--- src/rtl/reg_port_arbiter_if.sv ---
// rtl/reg_port_arbiter_if.sv - requester-side and register-file-side bus of reg_port_arbiter
interface reg_port_arbiter_if #(
  parameter int NUM_REQ = 2
);
  logic [NUM_REQ-1:0]    RPA_req;
  logic [NUM_REQ-1:0]    RPA_wr;
  logic [NUM_REQ*5-1:0]  RPA_addr1;
  logic [NUM_REQ*5-1:0]  RPA_addr2;
  logic [NUM_REQ*5-1:0]  RPA_addr_wr;
  logic [NUM_REQ*32-1:0] RPA_wdata;
  logic [NUM_REQ-1:0]    RPA_gnt;
  logic [NUM_REQ-1:0]    RPA_done;
  logic [31:0]           RPA_rdata1;
  logic [31:0]           RPA_rdata2;
  logic [4:0]            RF_address1;
  logic [4:0]            RF_address2;
  logic [4:0]            RF_address_wr;
  logic                  RF_write;
  logic [31:0]           RF_data_wr;
  logic [31:0]           RF_data_out1;
  logic [31:0]           RF_data_out2;

  modport master (
    output RPA_req, RPA_wr, RPA_addr1, RPA_addr2, RPA_addr_wr, RPA_wdata,
    input  RPA_gnt, RPA_done, RPA_rdata1, RPA_rdata2,
    input  RF_address1, RF_address2, RF_address_wr, RF_write, RF_data_wr,
    output RF_data_out1, RF_data_out2
  );

  modport slave (
    input  RPA_req, RPA_wr, RPA_addr1, RPA_addr2, RPA_addr_wr, RPA_wdata,
    output RPA_gnt, RPA_done, RPA_rdata1, RPA_rdata2,
    output RF_address1, RF_address2, RF_address_wr, RF_write, RF_data_wr,
    input  RF_data_out1, RF_data_out2
  );
endinterface

--- src/rtl/reg_port_arbiter.sv ---
// rtl/reg_port_arbiter.sv - round-robin arbiter sharing one register-file port among NUM_REQ requesters
// Optional RPA_WR_PRIORITY_EN: pending writes beat every pending read.
module reg_port_arbiter #(
  parameter int NUM_REQ = 2
) (
  input logic              RPA_clk,
  input logic              RPA_rst,
  reg_port_arbiter_if.slave bus
);
  localparam int PW = (NUM_REQ > 1) ? $clog2(NUM_REQ) : 1;

  typedef enum logic [1:0] {
    IDLE   = 2'd0,
    ACCESS = 2'd1,
    RESP   = 2'd2
  } state_t;

  state_t             state_q, state_d;
  logic [PW-1:0]      rr_ptr_q, rr_ptr_d;
  logic [PW-1:0]      winner_q, winner_d;
  logic               op_wr_q, op_wr_d;
  logic [NUM_REQ-1:0] gnt_q, gnt_d;
  logic [NUM_REQ-1:0] done_q, done_d;
  logic               rf_write_q, rf_write_d;
  logic [4:0]         addr1_q, addr1_d;
  logic [4:0]         addr2_q, addr2_d;
  logic [4:0]         addr_wr_q, addr_wr_d;
  logic [31:0]        wdata_q, wdata_d;
  logic [31:0]        rdata1_q, rdata1_d;
  logic [31:0]        rdata2_q, rdata2_d;

  logic [NUM_REQ-1:0] eligible;
  logic               found;
  logic [PW-1:0]      pick;

  always_comb begin
    int            idx;
    logic [PW-1:0] idx_p;
    idx      = 0;
    idx_p    = '0;
    eligible = bus.RPA_req;
`ifdef RPA_WR_PRIORITY_EN
    if (|(bus.RPA_req & bus.RPA_wr)) begin
      eligible = bus.RPA_req & bus.RPA_wr;
    end
`endif
    found = 1'b0;
    pick  = '0;
    // First eligible index at or after rr_ptr, wrapping past NUM_REQ-1.
    for (int i = 0; i < NUM_REQ; i++) begin
      idx = int'(rr_ptr_q) + i;
      if (idx >= NUM_REQ) begin
        idx -= NUM_REQ;
      end
      idx_p = PW'(idx);
      if (!found && eligible[idx_p]) begin
        found = 1'b1;
        pick  = idx_p;
      end
    end
  end

  always_comb begin
    state_d    = state_q;
    rr_ptr_d   = rr_ptr_q;
    winner_d   = winner_q;
    op_wr_d    = op_wr_q;
    gnt_d      = gnt_q;
    done_d     = done_q;
    rf_write_d = rf_write_q;
    addr1_d    = addr1_q;
    addr2_d    = addr2_q;
    addr_wr_d  = addr_wr_q;
    wdata_d    = wdata_q;
    rdata1_d   = rdata1_q;
    rdata2_d   = rdata2_q;
    case (state_q)
      IDLE: begin
        if (found) begin
          state_d    = ACCESS;
          winner_d   = pick;
          op_wr_d    = bus.RPA_wr[pick];
          gnt_d      = NUM_REQ'(1) << pick;
          rf_write_d = bus.RPA_wr[pick];
          addr1_d    = bus.RPA_addr1[int'(pick)*5 +: 5];
          addr2_d    = bus.RPA_addr2[int'(pick)*5 +: 5];
          addr_wr_d  = bus.RPA_addr_wr[int'(pick)*5 +: 5];
          wdata_d    = bus.RPA_wdata[int'(pick)*32 +: 32];
        end
      end
      ACCESS: begin
        state_d    = RESP;
        rf_write_d = 1'b0;
        done_d     = gnt_q;
      end
      RESP: begin
        state_d  = IDLE;
        done_d   = '0;
        gnt_d    = '0;
        rr_ptr_d = (winner_q == PW'(NUM_REQ-1)) ? '0 : winner_q + 1'b1;
        // Keep the last read result visible after the done pulse.
        if (!op_wr_q) begin
          rdata1_d = bus.RF_data_out1;
          rdata2_d = bus.RF_data_out2;
        end
      end
      default: begin
        state_d = IDLE;
      end
    endcase
  end

  always_ff @(posedge RPA_clk or posedge RPA_rst) begin
    if (RPA_rst) begin
      state_q    <= IDLE;
      rr_ptr_q   <= '0;
      winner_q   <= '0;
      op_wr_q    <= 1'b0;
      gnt_q      <= '0;
      done_q     <= '0;
      rf_write_q <= 1'b0;
      addr1_q    <= '0;
      addr2_q    <= '0;
      addr_wr_q  <= '0;
      wdata_q    <= '0;
      rdata1_q   <= '0;
      rdata2_q   <= '0;
    end else begin
      state_q    <= state_d;
      rr_ptr_q   <= rr_ptr_d;
      winner_q   <= winner_d;
      op_wr_q    <= op_wr_d;
      gnt_q      <= gnt_d;
      done_q     <= done_d;
      rf_write_q <= rf_write_d;
      addr1_q    <= addr1_d;
      addr2_q    <= addr2_d;
      addr_wr_q  <= addr_wr_d;
      wdata_q    <= wdata_d;
      rdata1_q   <= rdata1_d;
      rdata2_q   <= rdata2_d;
    end
  end

  assign bus.RPA_gnt       = gnt_q;
  assign bus.RPA_done      = done_q;
  assign bus.RF_write      = rf_write_q;
  assign bus.RF_address1   = addr1_q;
  assign bus.RF_address2   = addr2_q;
  assign bus.RF_address_wr = addr_wr_q;
  assign bus.RF_data_wr    = wdata_q;
  // Register-file read data is already registered, so RESP passes it straight through.
  assign bus.RPA_rdata1    = (state_q == RESP && !op_wr_q) ? bus.RF_data_out1 : rdata1_q;
  assign bus.RPA_rdata2    = (state_q == RESP && !op_wr_q) ? bus.RF_data_out2 : rdata2_q;
endmodule
--- src/flat_wrapper.sv ---
// flat-port wrapper written by rule: the top's interface ports become plain ports
module reg_port_arbiter_flat 
#(
  parameter int NUM_REQ = 2
)
  (RPA_clk, RPA_rst, bus_RPA_req, bus_RPA_wr, bus_RPA_addr1, bus_RPA_addr2, bus_RPA_addr_wr, bus_RPA_wdata, bus_RPA_gnt, bus_RPA_done, bus_RPA_rdata1, bus_RPA_rdata2, bus_RF_address1, bus_RF_address2, bus_RF_address_wr, bus_RF_write, bus_RF_data_wr, bus_RF_data_out1, bus_RF_data_out2);
  reg_port_arbiter_if #(.NUM_REQ(NUM_REQ)) bus_i ();
  input logic RPA_clk;
  input logic RPA_rst;
  input wire logic [$bits(bus_i.RPA_req)-1:0] bus_RPA_req;
  input wire logic [$bits(bus_i.RPA_wr)-1:0] bus_RPA_wr;
  input wire logic [$bits(bus_i.RPA_addr1)-1:0] bus_RPA_addr1;
  input wire logic [$bits(bus_i.RPA_addr2)-1:0] bus_RPA_addr2;
  input wire logic [$bits(bus_i.RPA_addr_wr)-1:0] bus_RPA_addr_wr;
  input wire logic [$bits(bus_i.RPA_wdata)-1:0] bus_RPA_wdata;
  output wire logic [$bits(bus_i.RPA_gnt)-1:0] bus_RPA_gnt;
  output wire logic [$bits(bus_i.RPA_done)-1:0] bus_RPA_done;
  output wire logic [$bits(bus_i.RPA_rdata1)-1:0] bus_RPA_rdata1;
  output wire logic [$bits(bus_i.RPA_rdata2)-1:0] bus_RPA_rdata2;
  output wire logic [$bits(bus_i.RF_address1)-1:0] bus_RF_address1;
  output wire logic [$bits(bus_i.RF_address2)-1:0] bus_RF_address2;
  output wire logic [$bits(bus_i.RF_address_wr)-1:0] bus_RF_address_wr;
  output wire logic [$bits(bus_i.RF_write)-1:0] bus_RF_write;
  output wire logic [$bits(bus_i.RF_data_wr)-1:0] bus_RF_data_wr;
  input wire logic [$bits(bus_i.RF_data_out1)-1:0] bus_RF_data_out1;
  input wire logic [$bits(bus_i.RF_data_out2)-1:0] bus_RF_data_out2;
  assign bus_i.RPA_req = bus_RPA_req;
  assign bus_i.RPA_wr = bus_RPA_wr;
  assign bus_i.RPA_addr1 = bus_RPA_addr1;
  assign bus_i.RPA_addr2 = bus_RPA_addr2;
  assign bus_i.RPA_addr_wr = bus_RPA_addr_wr;
  assign bus_i.RPA_wdata = bus_RPA_wdata;
  assign bus_RPA_gnt = bus_i.RPA_gnt;
  assign bus_RPA_done = bus_i.RPA_done;
  assign bus_RPA_rdata1 = bus_i.RPA_rdata1;
  assign bus_RPA_rdata2 = bus_i.RPA_rdata2;
  assign bus_RF_address1 = bus_i.RF_address1;
  assign bus_RF_address2 = bus_i.RF_address2;
  assign bus_RF_address_wr = bus_i.RF_address_wr;
  assign bus_RF_write = bus_i.RF_write;
  assign bus_RF_data_wr = bus_i.RF_data_wr;
  assign bus_i.RF_data_out1 = bus_RF_data_out1;
  assign bus_i.RF_data_out2 = bus_RF_data_out2;
  reg_port_arbiter #(.NUM_REQ(NUM_REQ)) u_core (.RPA_clk(RPA_clk), .RPA_rst(RPA_rst), .bus(bus_i));
endmodule
--- config.mk ---
export PLATFORM = sky130hd
export DESIGN_NAME = reg_port_arbiter_flat
export DESIGN_NICKNAME = d
export VERILOG_FILES = /design/src/rtl/reg_port_arbiter_if.sv /design/src/rtl/reg_port_arbiter.sv /design/src/flat_wrapper.sv
export SDC_FILE = /design/constraint.sdc
export NUM_CORES = 1
export LEC_CHECK = 0
export BUFFER_PORTS_ARGS = -buffer_cell sky130_fd_sc_hd__buf_4
export CAP_MARGIN = 25
export CORE_MARGIN = 5
export CORE_UTILIZATION = 40
export CTS_BUF_LIST = sky130_fd_sc_hd__clkbuf_8 sky130_fd_sc_hd__clkbuf_16
export DETAILED_ROUTE_END_ITERATION = 6
export PLACE_DENSITY = 0.74
export SLEW_MARGIN = 30
export SYNTH_ARGS = -nofsm -noshare
export SYNTH_HDL_FRONTEND = slang
export SYNTH_SLANG_ARGS = --single-unit
export TNS_END_PERCENT = 20
--- constraint.sdc ---
create_clock -name RPA_clk -period 3.7 [get_ports RPA_clk]
set_input_delay 0.74 -clock RPA_clk [delete_from_list [all_inputs] [get_ports RPA_clk]]
set_output_delay 0.74 -clock RPA_clk [all_outputs]
set_load 0.01 [all_outputs]
==> flow_summary.rst <==
.. list-table::
   :header-rows: 1

   * - Metric
     - Value
   * - Number of violations reported at the end of detailed-routing iteration 0
     - 190
   * - Average cell area after synthesis
     - 13.1 µm²
   * - Residual antenna-violating net count after detailed routing
     - 0
   * - Library cell contributing the largest single delay on the critical path
     - sky130_fd_sc_hd__and2b_2
   * - Maximum ir drop on the vdd rail
     - 0.341 mV
   * - Worst endpoint data arrival time
     - 2.55 ns
   * - Clk Latency, worst-skew pair
     - 0.41 ns
   * - Leak
     - 4.02 nW
   * - Number of antenna violations at the first check in global routing
     - 0
   * - R2R Setup Slk
     - 1.60 ns
   * - Shortest period the worst path allows
     - 3.29 ns
   * - Net count reported at finish
     - 838
   * - Worst min-delay path category
     - input port to async pin
   * - Post-cts resize count
     - 0
   * - Worst reg2reg endpoint
     - u_core.rdata1_q[20]$_DFFE_PP0P_
   * - Routed vias
     - 3,987
   * - Async SR Flop Fraction
     - 1.00
   * - Number of global-route vias before repair
     - 4,138
   * - Net count after synthesis
     - 555
   * - Timing-limited maximum frequency
     - 0.304 GHz
   * - Number of buffers inserted for hold repair after clock tree synthesis
     - 0
   * - Number of clock sinks
     - 121
   * - Seq/Total Area, Yosys
     - 0.595
   * - CTS H-tree depth
     - 4
   * - R2R cell count
     - 5
   * - Critical path class
     - flip-flop to output port
   * - Final-layout setup total negative slack
     - 0 ns
   * - Number of optimization iterations in the first detailed-route pass
     - 4
   * - Pwr/cell area
     - 882 mW/mm²
   * - Setup repair after global routing missed its margin
     - false
   * - Number of library cell types mapped by synthesis
     - 26
   * - TritonCTS clock tree
     - built
   * - Number of rows created at floorplan
     - 41
   * - Layout cells sized above 1
     - 0.561
   * - Final hold violation count
     - 0
   * - Diodes inserted
     - 0
   * - Port bufs
     - 279
   * - Root buffer cell
     - sky130_fd_sc_hd__clkbuf_16
   * - Slew Limit Headroom
     - 0.509
   * - Die area
     - roughly 0.015 mm²
   * - HPWL after DPL
     - 11,300 µm
   * - Final core area utilization
     - 0.627
   * - Synthesized netlist cell count
     - 387
   * - Number of max-slew violations in the final report
     - 0
   * - Global-route wire length before repair
     - between 20,000 and 25,000 µm
   * - #FFs+latches synth
     - ~120
   * - Final Power
     - 6.95 mW
   * - Worst EP required
     - 2.96 ns
   * - Run status
     - finished, final reports clean
   * - Number of warnings issued by yosys
     - 0
   * - Clock slew seen by the registers of the worst setup and hold paths
     - about 0.060 ns
   * - Effective utilization at floorplan
     - 0.405
   * - Slew at the pin closest to its max-slew limit
     - 0.733 ns
   * - Nature of the critical path endpoint
     - output port
   * - Layout overhead on the synthesized area
     - 55.0%
   * - Total setup buffers inserted after CTS
     - 0
   * - Most used flip-flop cell after synthesis
     - sky130_fd_sc_hd__dfrtp_1
   * - Number of primary I/O pins
     - 280
   * - Overflow after GRT
     - 0
   * - Largest driver fanout on the critical path
     - 41
   * - Setup violations, final
     - 0
   * - Core region area
     - 0.0126 mm²
   * - Worst r2r src
     - u_core.state_q[0]$_DFFE_PP0P_
   * - Number of enable flip-flop cells after synthesis
     - 0
   * - Maximum number of pins on one net before global-route repair
     - 70
   * - Clock tree skew after final layout
     - 0.00641 ns
   * - Overall fraction of global-route tracks in use
     - 0.189
   * - Routed length per placed instance
     - 17.0 µm
   * - Vias per inst
     - ~4.7
   * - Maxcap violations
     - 0
   * - Crit-path cells
     - inv_1 > ha_1 > and2b_2 > buf_12 > mux2_2 > buf_4
   * - Final critical-path share of the clock period
     - 0.888
   * - Vertical die dimension
     - 123 µm
   * - Cts bufs inserted
     - 17
   * - Horiz. Die Dim
     - around 120 µm
   * - Sum of routed wire length over all layers
     - 14,500 µm
   * - Startpoint Class
     - flip-flop
   * - Largest stage delay on the critical path
     - roughly 0.46 ns
   * - Max Buffers Root-to-Sink
     - 2
   * - RePlAce Congestion
     - 0.765
   * - Residual DRC count
     - 0
   * - Cell area after synthesis
     - 0.00509 mm²
==> critical path, delay by kind of cell, from the launching register on <==
family                   cells  cell delay, ns
AND/OR/NAND/NOR              1            0.46
buffers and inverters        3            0.57
multiplexers                 1            0.39
adder cells (fa/ha/maj)      1            0.30
flip-flops                   1            0.40
==> flip-flops by register name (all words and copies together), names as in the netlist, 2 cells and up <==
register                  count
u_core.bus.RF_address1        5
u_core.bus.RF_address2        5
u_core.bus.RF_address_wr      5
u_core.bus.RF_data_wr        32
u_core.bus.RPA_done           2
u_core.bus.RPA_gnt            2
u_core.rdata1_q              32
u_core.rdata2_q              32
u_core.state_q                2
==> through the flow <==
stage,setup WS (ns),std cells,hold slack (ns),instance area (µm²)
global route,0.295,855,0.389,7890
global placement,0.907,822,0.439,7300
floorplan,1.45,387,0.421,5090
CTS,0.388,854,0.454,7860
detailed placement,0.852,822,0.448,7300
finish,0.414,855,0.365,7890
==> kinds of logic (layout without fill, tap and decap cells) <==
logic type / count (synthesis) / count (layout) / share of synthesized area
simple gates: 65 / 65 / 0.0536
flops: 121 / 121 / 0.595
mux: 114 / 114 / 0.241
buf+inv: 27 / 323 / 0.0438
compound gates: 56 / 56 / 0.0571
fa+ha+maj: 4 / 4 / 0.00984
==> cell type report <==
| class | count | area, µm² |
|---|---|---|
| Clock buffer | 18 | 439 |
| Clock inverter | 14 | 118 |
| Fill cell | 1005 | 4680 |
| Inverter | 5 | 22.5 |
| Multi-Input combinational cell | 239 | 1850 |
| Sequential cell | 121 | 3030 |
| Tap cell | 172 | 215 |
| Timing Repair Buffer | 286 | 2220 |
==> synthesized netlist by cell type, types with 2 or more instances <==
cell type,number,area share
sky130_fd_sc_hd__nand2b_1,3,0.0037
sky130_fd_sc_hd__buf_6,9,0.020
sky130_fd_sc_hd__inv_1,5,0.0037
sky130_fd_sc_hd__a21oi_1,2,0.0020
sky130_fd_sc_hd__nand3_1,2,0.0020
sky130_fd_sc_hd__o21ai_0,30,0.030
sky130_fd_sc_hd__nor2_1,2,0.0015
sky130_fd_sc_hd__ha_1,4,0.0098
sky130_fd_sc_hd__nand2_1,53,0.039
sky130_fd_sc_hd__dfrtp_1,121,0.60
sky130_fd_sc_hd__buf_12,3,0.012
sky130_fd_sc_hd__mux2_2,66,0.15
sky130_fd_sc_hd__o21ai_1,20,0.020
sky130_fd_sc_hd__mux2i_1,48,0.094
sky130_fd_sc_hd__clkbuf_1,8,0.0059
==> worst max path at each step <==
stage	start	endpoint	slack, ns	cells past startpoint
finish	u_core.state_q[0]$_DFFE_PP0P_	bus_RPA_rdata1[15]	0.41	6
global route	u_core.state_q[0]$_DFFE_PP0P_	bus_RPA_rdata1[15]	0.29	6
CTS	u_core.state_q[0]$_DFFE_PP0P_	bus_RPA_rdata1[15]	0.39	6
detailed placement	u_core.state_q[0]$_DFFE_PP0P_	bus_RPA_rdata1[15]	0.85	6
global placement	u_core.state_q[0]$_DFFE_PP0P_	bus_RPA_rdata2[26]	0.91	6
floorplan	u_core.state_q[0]$_DFFE_PP0P_	bus_RPA_rdata1[0]	1.45	6
==> cells in the final DEF (no fill, tap or decap), drive strengths merged, types with 3 or more instances in the layout <==
cell type,n
mux2i,48
mux2,66
nand2b,3
dfrtp,121
nand2,54
o21ai,51
buf,286
inv,9
ha,4
clkbuf,18
clkinv,7
==> routing by layer <==
metal,track usage,wire length (µm)
met5,0,0
met4,0.0630,210
met3,0.0871,1670
met2,0.319,7270
met1,0.212,5360
==> power by group <==
part           switching [mW]  internal, mW
logic                    1.51          1.65
registers               0.266          1.99
clock network           0.558         0.987
total                    2.33          4.62
No activity file was read; power rests on OpenSTA's default activity.
